## src/rtl/ps2_pkg.sv

```systemverilog
// Shared PS/2 definitions: transmitter states, frame length and default timing.
package ps2_pkg;

  typedef enum logic [2:0] {
    ST_IDLE,
    ST_INHIBIT,
    ST_REQ,
    ST_SEND,
    ST_ACK,
    ST_WAIT_REL
  } ps2_tx_state_t;

  localparam int unsigned PS2_FRAME_BITS     = 10;
  localparam int unsigned PS2_INHIBIT_CYCLES = 5000;
  localparam int unsigned PS2_TIMEOUT_CYCLES = 1000000;
  localparam int unsigned PS2_FILTER_LEN     = 8;

  // Bit n of the host frame: 0..7 data LSB first, 8 parity, 9 stop.
  function automatic logic ps2_frame_bit(input logic [7:0] data,
                                         input logic       par,
                                         input logic [3:0] idx);
    if (idx < 4'd8)       return data[idx[2:0]];
    else if (idx == 4'd8) return par;
    else                  return 1'b1;
  endfunction

endpackage

```

## src/rtl/ps2_clk_filter.sv

```systemverilog
// PS/2 clock glitch filter: FILTER_LEN-deep shift register with hysteresis
// plus a falling-edge detector on the filtered clock.
module ps2_clk_filter
  import ps2_pkg::*;
#(
  parameter int unsigned FILTER_LEN = PS2_FILTER_LEN
) (
  input  logic clk,
  input  logic reset,
  input  logic ps2c,
  output logic filt,
  output logic neg_edge
);

  logic [FILTER_LEN-1:0] sr_q, sr_d;
  logic                  filt_q, filt_d;

  always_comb begin
    sr_d   = {sr_q[FILTER_LEN-2:0], ps2c};
    filt_d = filt_q;
    if (sr_d == '1)      filt_d = 1'b1;
    else if (sr_d == '0) filt_d = 1'b0;
  end

  always_ff @(posedge clk or posedge reset) begin
    if (reset) begin
      sr_q   <= '1;
      filt_q <= 1'b1;
    end else begin
      sr_q   <= sr_d;
      filt_q <= filt_d;
    end
  end

  assign filt     = filt_q;
  assign neg_edge = filt_q & ~filt_d;

endmodule

```

## src/rtl/ps2_host_tx.sv

```systemverilog
// PS/2 host-to-device command transmitter with open-drain line enables.
// Optional device watchdog enabled by defining PS2_TX_TIMEOUT_EN.
module ps2_host_tx
  import ps2_pkg::*;
#(
  parameter int unsigned INHIBIT_CYCLES = PS2_INHIBIT_CYCLES,
  parameter int unsigned TIMEOUT_CYCLES = PS2_TIMEOUT_CYCLES,
  parameter int unsigned FILTER_LEN     = PS2_FILTER_LEN
) (
  input  logic       clk,
  input  logic       reset,
  input  logic       ps2c,
  input  logic       ps2d,
  input  logic       tx_start,
  input  logic [7:0] tx_data,
  output logic       ps2c_oe,
  output logic       ps2d_oe,
  output logic       tx_busy,
  output logic       tx_done_tick,
  output logic       tx_err_tick,
  output logic       rx_inhibit
);

  localparam int unsigned ICW = $clog2(INHIBIT_CYCLES + 1);
  localparam logic [ICW-1:0] INH_LAST = ICW'(INHIBIT_CYCLES - 1);
  localparam logic [3:0] LAST_IDX = 4'(PS2_FRAME_BITS - 1);

  if (INHIBIT_CYCLES < 1 || TIMEOUT_CYCLES < 2 || FILTER_LEN < 2) begin : g_bad_param
    $error("ps2_host_tx: INHIBIT_CYCLES>=1, TIMEOUT_CYCLES>=2, FILTER_LEN>=2 required");
  end

  ps2_tx_state_t    state_q, state_d;
  logic [ICW-1:0]   cnt_q, cnt_d;
  logic [7:0]       data_q, data_d;
  logic             par_q, par_d;
  logic [3:0]       idx_q, idx_d;
  logic             dout_oe_q, dout_oe_d;
  logic             done_q, done_d;
  logic             err_q, err_d;
  logic             ps2c_filt;
  logic             neg_edge;

`ifdef PS2_TX_TIMEOUT_EN
  localparam int unsigned WCW = $clog2(TIMEOUT_CYCLES + 1);
  localparam logic [WCW-1:0] WD_LAST = WCW'(TIMEOUT_CYCLES - 1);
  logic [WCW-1:0]   wd_q, wd_d;
`endif

  ps2_clk_filter #(
    .FILTER_LEN(FILTER_LEN)
  ) u_clk_filter (
    .clk     (clk),
    .reset   (reset),
    .ps2c    (ps2c),
    .filt    (ps2c_filt),
    .neg_edge(neg_edge)
  );

  always_comb begin
    state_d   = state_q;
    cnt_d     = cnt_q;
    data_d    = data_q;
    par_d     = par_q;
    idx_d     = idx_q;
    dout_oe_d = 1'b0;
    done_d    = 1'b0;
    err_d     = 1'b0;

    case (state_q)
      ST_IDLE: begin
        cnt_d = '0;
        idx_d = '0;
        if (tx_start) begin
          data_d  = tx_data;
          par_d   = ~^tx_data;
          state_d = ST_INHIBIT;
        end
      end
      ST_INHIBIT: begin
        if (cnt_q == INH_LAST) begin
          cnt_d   = '0;
          state_d = ST_REQ;
        end else begin
          cnt_d = cnt_q + ICW'(1);
        end
      end
      ST_REQ: begin
        // Start bit: data stays low after the clock is released.
        dout_oe_d = 1'b1;
        idx_d     = '0;
        state_d   = ST_SEND;
      end
      ST_SEND: begin
        dout_oe_d = dout_oe_q;
        if (neg_edge) begin
          dout_oe_d = ~ps2_frame_bit(data_q, par_q, idx_q);
          idx_d     = idx_q + 4'd1;
          if (idx_q == LAST_IDX) state_d = ST_ACK;
        end
      end
      ST_ACK: begin
        if (neg_edge) begin
          if (ps2d) begin
            err_d   = 1'b1;
            state_d = ST_IDLE;
          end else begin
            state_d = ST_WAIT_REL;
          end
        end
      end
      ST_WAIT_REL: begin
        if (ps2c_filt && ps2d) begin
          done_d  = 1'b1;
          state_d = ST_IDLE;
        end
      end
      default: state_d = ST_IDLE;
    endcase

`ifdef PS2_TX_TIMEOUT_EN
    wd_d = wd_q + WCW'(1);
    if (state_q == ST_IDLE || state_q == ST_INHIBIT) begin
      wd_d = '0;
    end else if (wd_q == WD_LAST) begin
      // Watchdog overrides whatever the frame logic decided this cycle.
      state_d   = ST_IDLE;
      dout_oe_d = 1'b0;
      done_d    = 1'b0;
      err_d     = 1'b1;
    end
    if (neg_edge || state_d != state_q) wd_d = '0;
`endif
  end

  always_ff @(posedge clk or posedge reset) begin
    if (reset) begin
      state_q   <= ST_IDLE;
      cnt_q     <= '0;
      data_q    <= '0;
      par_q     <= 1'b0;
      idx_q     <= '0;
      dout_oe_q <= 1'b0;
      done_q    <= 1'b0;
      err_q     <= 1'b0;
`ifdef PS2_TX_TIMEOUT_EN
      wd_q      <= '0;
`endif
    end else begin
      state_q   <= state_d;
      cnt_q     <= cnt_d;
      data_q    <= data_d;
      par_q     <= par_d;
      idx_q     <= idx_d;
      dout_oe_q <= dout_oe_d;
      done_q    <= done_d;
      err_q     <= err_d;
`ifdef PS2_TX_TIMEOUT_EN
      wd_q      <= wd_d;
`endif
    end
  end

  assign tx_busy      = (state_q != ST_IDLE);
  assign rx_inhibit   = tx_busy;
  assign ps2c_oe      = (state_q == ST_INHIBIT) || (state_q == ST_REQ);
  assign ps2d_oe      = (state_q == ST_REQ) || dout_oe_q;
  assign tx_done_tick = done_q;
  assign tx_err_tick  = err_q;

endmodule

```

## config.mk

```make
export PLATFORM = sky130hd
export DESIGN_NAME = ps2_host_tx
export DESIGN_NICKNAME = d
export VERILOG_FILES = /design/src/rtl/ps2_pkg.sv /design/src/rtl/ps2_clk_filter.sv /design/src/rtl/ps2_host_tx.sv
export SDC_FILE = /design/constraint.sdc
export NUM_CORES = 1
export LEC_CHECK = 0
export ABC_AREA = 1
export BUFFER_PORTS_ARGS = -buffer_cell sky130_fd_sc_hd__buf_2
export CORE_MARGIN = 10
export CORE_UTILIZATION = 55
export DETAILED_ROUTE_END_ITERATION = 12
export GPL_TIMING_DRIVEN = 0
export PLACE_DENSITY = 0.75
export RECOVER_POWER = 25
export SLEW_MARGIN = 20
export SYNTH_ARGS = -nofsm -noshare
export SYNTH_HDL_FRONTEND = slang
export SYNTH_SLANG_ARGS = --single-unit
```

## constraint.sdc

```tcl
create_clock -name clk -period 2.3 [get_ports clk]
set_input_delay 0.115 -clock clk [delete_from_list [all_inputs] [get_ports clk]]
set_output_delay 0.115 -clock clk [all_outputs]
set_load 0.01 [all_outputs]
```

## Word level (Yosys, flattened, before mapping)

Index checks and enable logic that the tools add are counted.

| storage, ports and cells | value |
|---|---|
| register bits after elaboration | 40 |
| bits in latches | 0 |
| memory bits (writable) | 0 |
| ROM bits | 0 |
| input bits | 13 |
| output and inout port bits | 6 |
| memories | 0 |

| cells by class | value |
|---|---|
| add/subtract/negate cells | 2 |
| multipliers | 0 |
| div/mod/pow operators | 0 |
| $lt $le $gt $ge | 2 |
| equality and inequality tests | 15 |
| shift operators | 0 |
| muxes and demuxes | 27 |
| bitwise gates (word level) | 3 |
| reductions and logical operators | 13 |

Operator list:

| kind | number |
|---|---|
| $pmux W13 S2 | 1 |
| $mux W3 | 7 |
| $pmux W3 S6 | 1 |
| $add A13 B1 Y13 const B | 1 |
| $eq A13 B13 Y1 const B | 1 |
| $mux W1 | 13 |
| $mux W13 | 1 |
| $ne A2 B2 Y1 const B | 6 |
| $eq A4 B4 Y1 const B | 2 |
| $eq A8 B8 Y1 const B | 1 |
| $logic_not A8 Y1 | 1 |
| $pmux W4 S2 | 1 |
| $reduce_xnor A8 Y1 | 1 |
| $eq A3 B2 Y1 const B | 2 |
| $eq A3 B3 Y1 const B | 2 |
| $reduce_and A6 Y1 | 1 |
| $add A4 B1 Y4 const B | 1 |
| $lt A3 B4 Y1 const B | 1 |
| $lt A4 B4 Y1 const B | 1 |
| $mux W4 | 1 |
| $reduce_and A2 Y1 | 2 |
| $reduce_bool A2 Y1 | 2 |
| $bmux W1 S3 | 1 |
| $eq A3 B1 Y1 const B | 1 |
| 8 further kinds | 10 |

## Logic depth before layout (Yosys ltp)

| logic depth | value |
|---|---|
| word-level depth | 10 |
| gate-level depth with buffers | 9 |
| mapped depth without buffers | 9 |

## Modules after synthesis

A second synthesis with hierarchy kept.

| unflattened totals | value |
|---|---|
| cell total of the unflattened synthesis | 268 |
| area total of the unflattened synthesis | 2,114.5 sq um |

Modules (own cells, without submodules):

| module | instances | cells each | area an instance (sq um) | sequential area each (sq um) |
|---|---|---|---|---|
| ps2_host_tx | 1 | 241 | 1,830.5 | 800.8 |
| ps2_clk_filter | 1 | 27 | 284.0 | 210.2 |

## Worst setup path after synthesis

Ideal clock, no wire load.

| timing path | value |
|---|---|
| path type | reg-to-reg |
| start point | register cnt_q[0] |
| end point | register cnt_q[8] |
| library setup time | 0.123 ns |
| arrival | 1.241 ns |
| required time | 2.177 ns |
| setup slack | 0.935 ns |
| cell stages (with the launch flop) | 9 |
| path buffers | 0 |
| clock period less this slack | 1.365 ns |
| cells stage by stage | dfrtp_1 ha_1 nand2_1 nor2_2 nand3_1 nor2_2 nand2_1 xor2_1 nor2_1 |

| on the way | value |
|---|---|
| word-level cells in the longest chain between the ends | 3 |
| elaborated cells on any way between the ends | 4 |

RTL lines:

| element | line | source |
|---|---|---|
| start: declaration | ps2_host_tx.sv:33 | `logic [ICW-1:0] cnt_q, cnt_d;` |
| start signal: assignment | ps2_host_tx.sv:150 | `cnt_q <= cnt_d;` |
| $add A13 B1 Y13 / $eq A13 B13 Y1 (equally long branches) | ps2_host_tx.sv:84, ps2_host_tx.sv:80 |  |
| $mux W13 (*) | ps2_host_tx.sv:80 | `if (cnt_q == INH_LAST) begin` |
| $pmux W13 S2 (*) | ps2_host_tx.sv:69 | `case (state_q)` |

Every way passes the cells marked *; elsewhere a longest branch is shown, timed or not.
A chain may end at the register's enable or synchronous reset.

## Worst setup path after layout

| timing path | value |
|---|---|
| start point | register state_q[2] |
| end point | output ps2c_oe |

| on the way | value |
|---|---|
| word-level cells in the longest chain between the ends | 2 |
| elaborated cells on any way between the ends | 3 |

RTL lines:

| element | line | source |
|---|---|---|
| start: declaration | ps2_host_tx.sv:32 | `ps2_tx_state_t state_q, state_d;` |
| start signal: assignment | ps2_host_tx.sv:149 | `state_q <= state_d;` |
| $eq A3 B1 Y1 / $eq A3 B2 Y1 (equally long branches) | ps2_host_tx.sv:165 | `assign ps2c_oe = (state_q == ST_INHIBIT) \|\| (state_q == ST_REQ);` |
| $logic_or A1 B1 Y1 (*) | ps2_host_tx.sv:165 |  |
| end: declaration | ps2_host_tx.sv:16 | `output logic ps2c_oe,` |

Marked as above.

==> metrics <==
FF-to-FF Start=cnt_q[0]$_DFFE_PP0P_; Synth Area in Compound Gates=3.65%; wirelength, routed=4470 um; WS Path Type=reg2out; Slew Limit Headroom=48.1%; initial antenna violation count=0; Num CTS Buffers=5; static leakage=1.25 nW; n_diodes=0; routed len/inst=12.6 um; cell area after synthesis=0.00226 mm2; Fmax=585 MHz; worst hold endpoint=data_q[5]$_DFFE_PP0P_; part of the Yosys area used for sequential elements=44.6%; total grt overflow=0; num ports=19; Detailed Route Iter0 Violations=80; Synth Instances=277; Worst setup EP type=output port; syn nets=294; num rows=23; Final Cycle Share=74.4%; Worst Setup SP=state_q[2]$_DFFE_PP0P_; # setup viols final=0; kind of start point of the critical path=register; RePlAce Congestion=0.830; Ys Warns=0; top cells by area, synth=dfrtp_1, nand2_1, dfstp_2, nand3_1, inv_1; Die ar.=0.00708 mm2; hold_sp=tx_data[5]; Pwr Density=514 mW/mm2; Pins Over Slew Limit=0; area of the multi-input gates=0.00111 mm2; Critical Path AT=1600 ps; commonest non-fill, non-tap cell in the layout=nand2_1; DR DRC count=0; status=finished clean; Synth Register Bits=40; Max-Cap Viols=0; clock-pin transition on the worst setup and hold timing paths=80 ps; main combinational cell family by area after synthesis=simple AND/OR/NAND/NOR gates; CTS Root Cell=clkbuf_8; Core Area=0.00400 mm2; skew final=4.93 ps; dpl hpwl=3420 um; clk_lat worst skew=300 ps; htree depth=2; type of the worst min-delay path=in2reg; largest net degree at the start of global routing=33; share of cells above drive strength 1=19.6%; sequential cell area=0.00101 mm2; Synth Area in XOR/XNOR=3.87%; most frequent cells in the layout=nand2_1, dfrtp_1, nand3_1, inv_1, nor2_1; DR pass1 iterations=4; Post-CTS Setup Inserts=0; worst-margin pin slew=778 ps; Tmin final=1710 ps; Synth top area share=35.4%; mux cell area share after synthesis=0%; antenna viol nets, final=0; WHS=41.5 ps; Die Span Y=84.2 um; first-pass GRT wire length=8040 um; R2R Path End=cnt_q[10]$_DFFE_PP0P_; Via density=5.18; Clock Path Buffers=2; vias in the first global route=1817; hold depth=3; CTS Sinks=40; Final Hold Viols=0; crit-path max FO=9; RSZ-0062 raised after global routing=false; TritonCTS clock tree=done; CTS resizes=0; Synth Area per Inst=8.18 um2; GRT Total Usage=13.4%; Total Negative Setup Slacks=0 ps; top cell type by total area after synthesis=dfrtp_1; Buffers on Ports=18; post-synth cell types=30; width of the die=84.2 um; area growth from synthesis to layout=11.9%; nets@finish=322; reg2reg path depth=8; Filler cells=367; Crit path required time=2180 ps; setup slack on the worst flop-to-flop path=730 ps; synthesized-area fraction occupied by and/or/nand/nor cells=39.3%; Synth Area in Adders=2.21%; # hold bufs at CTS=2; via count=1845; Initial Util=56.6%; VDD IR max=0.287 mV
## logic make-up after synthesis
logic type | after synthesis
AO/OA/AOI/OAI | 15
XOR/XNOR | 10
adder cells (fa/ha/maj) | 4
buffers and inverters | 32
flip-flops | 40
AND/OR/NAND/NOR | 176
## sequential cells by signal, indices dropped and copies added (netlist names), 3 cells and up
| name | flops |
|---|---|
| cnt_q | 13 |
| data_q | 8 |
| u_clk_filter.sr_q | 7 |
| idx_q | 4 |
| state_q | 3 |
## routing by layer
layer	part of all wire, %	vias up	GRT usage (%)
li1	-	949	-
met1	49	852	16.4
met2	44	38	20.7
met3	5.4	6	5.02
met4	1.5	0	5.18
met5	0	-	0
## Yosys cell counts
cell type / instances
nor3b_1: 1
inv_1: 24
nand2_1: 88
a21oi_2: 1
nand3_1: 25
nor3_2: 6
xnor2_1: 5
nand3_2: 2
o21ai_0: 8
a21oi_1: 5
nor2_2: 5
a22o_1: 1
dfstp_2: 8
nand3b_1: 1
xor2_1: 5
nand2_2: 2
inv_6: 1
dfrtp_1: 32
inv_2: 2
nor2_4: 1
nor2_1: 22
buf_6: 1
inv_4: 2
nor3_1: 6
nor3b_2: 4
ha_1: 4
nand4_1: 10
buf_4: 1
nor2_8: 3
buf_2: 1
## worst max-delay path, cell delays in order, from the launching register on
cell	delay [ps]
dfrtp_1	500
nor2_8	220
inv_6	90
o21ai_0	290
buf_2	200
## final cells by class
| class | instances | share of cell area, % |
|---|---|---|
| multi-input cells | 205 | 43.9 |
| flip-flops and latches | 40 | 39.9 |
| inverters | 29 | 4.69 |
| repair buffers | 21 | 4.49 |
| clock buffers | 6 | 3.26 |
| well taps | 50 | 2.47 |
| plain buffers | 3 | 0.938 |
| clock inverters | 2 | 0.395 |
## where the power goes
part | total, mW | internal (mW) | leakage, nW | switching (mW)
combinational | 0.0771 | 0.0314 | 0.705 | 0.0457
clock | 0.487 | 0.239 | 0.0510 | 0.247
sequential | 0.739 | 0.726 | 0.498 | 0.0127
total | 1.30 | 0.997 | 1.25 | 0.306
## per-stage QoR
stage	setup WS, ps	std cells	power [mW]	instance area, um2	util (%)
2_1_floorplan	935	277	0.802	2260	-
3_3_place_gp	729	345	0.827	2420	60.4
4_1_cts	590	356	1.32	2550	63.7
6_report	589	356	1.30	2530	63.3
5_1_grt	500	356	1.36	2530	63.3
3_5_place_dp	750	346	0.835	2440	60.9
## how the worst max path moves through the flow
stage | end | slack [ps] | cells after the start
floorplan | cnt_q[8]$_DFFE_PP0P_ | 940 | 8
global placement | tx_err_tick$_DFF_PP0_ | 730 | 2
detailed placement | cnt_q[10]$_DFFE_PP0P_ | 750 | 8
CTS | ps2c_oe | 590 | 4
global route | ps2c_oe | 500 | 4
finish | ps2c_oe | 590 | 4
(Power assumes the default switching activity.)
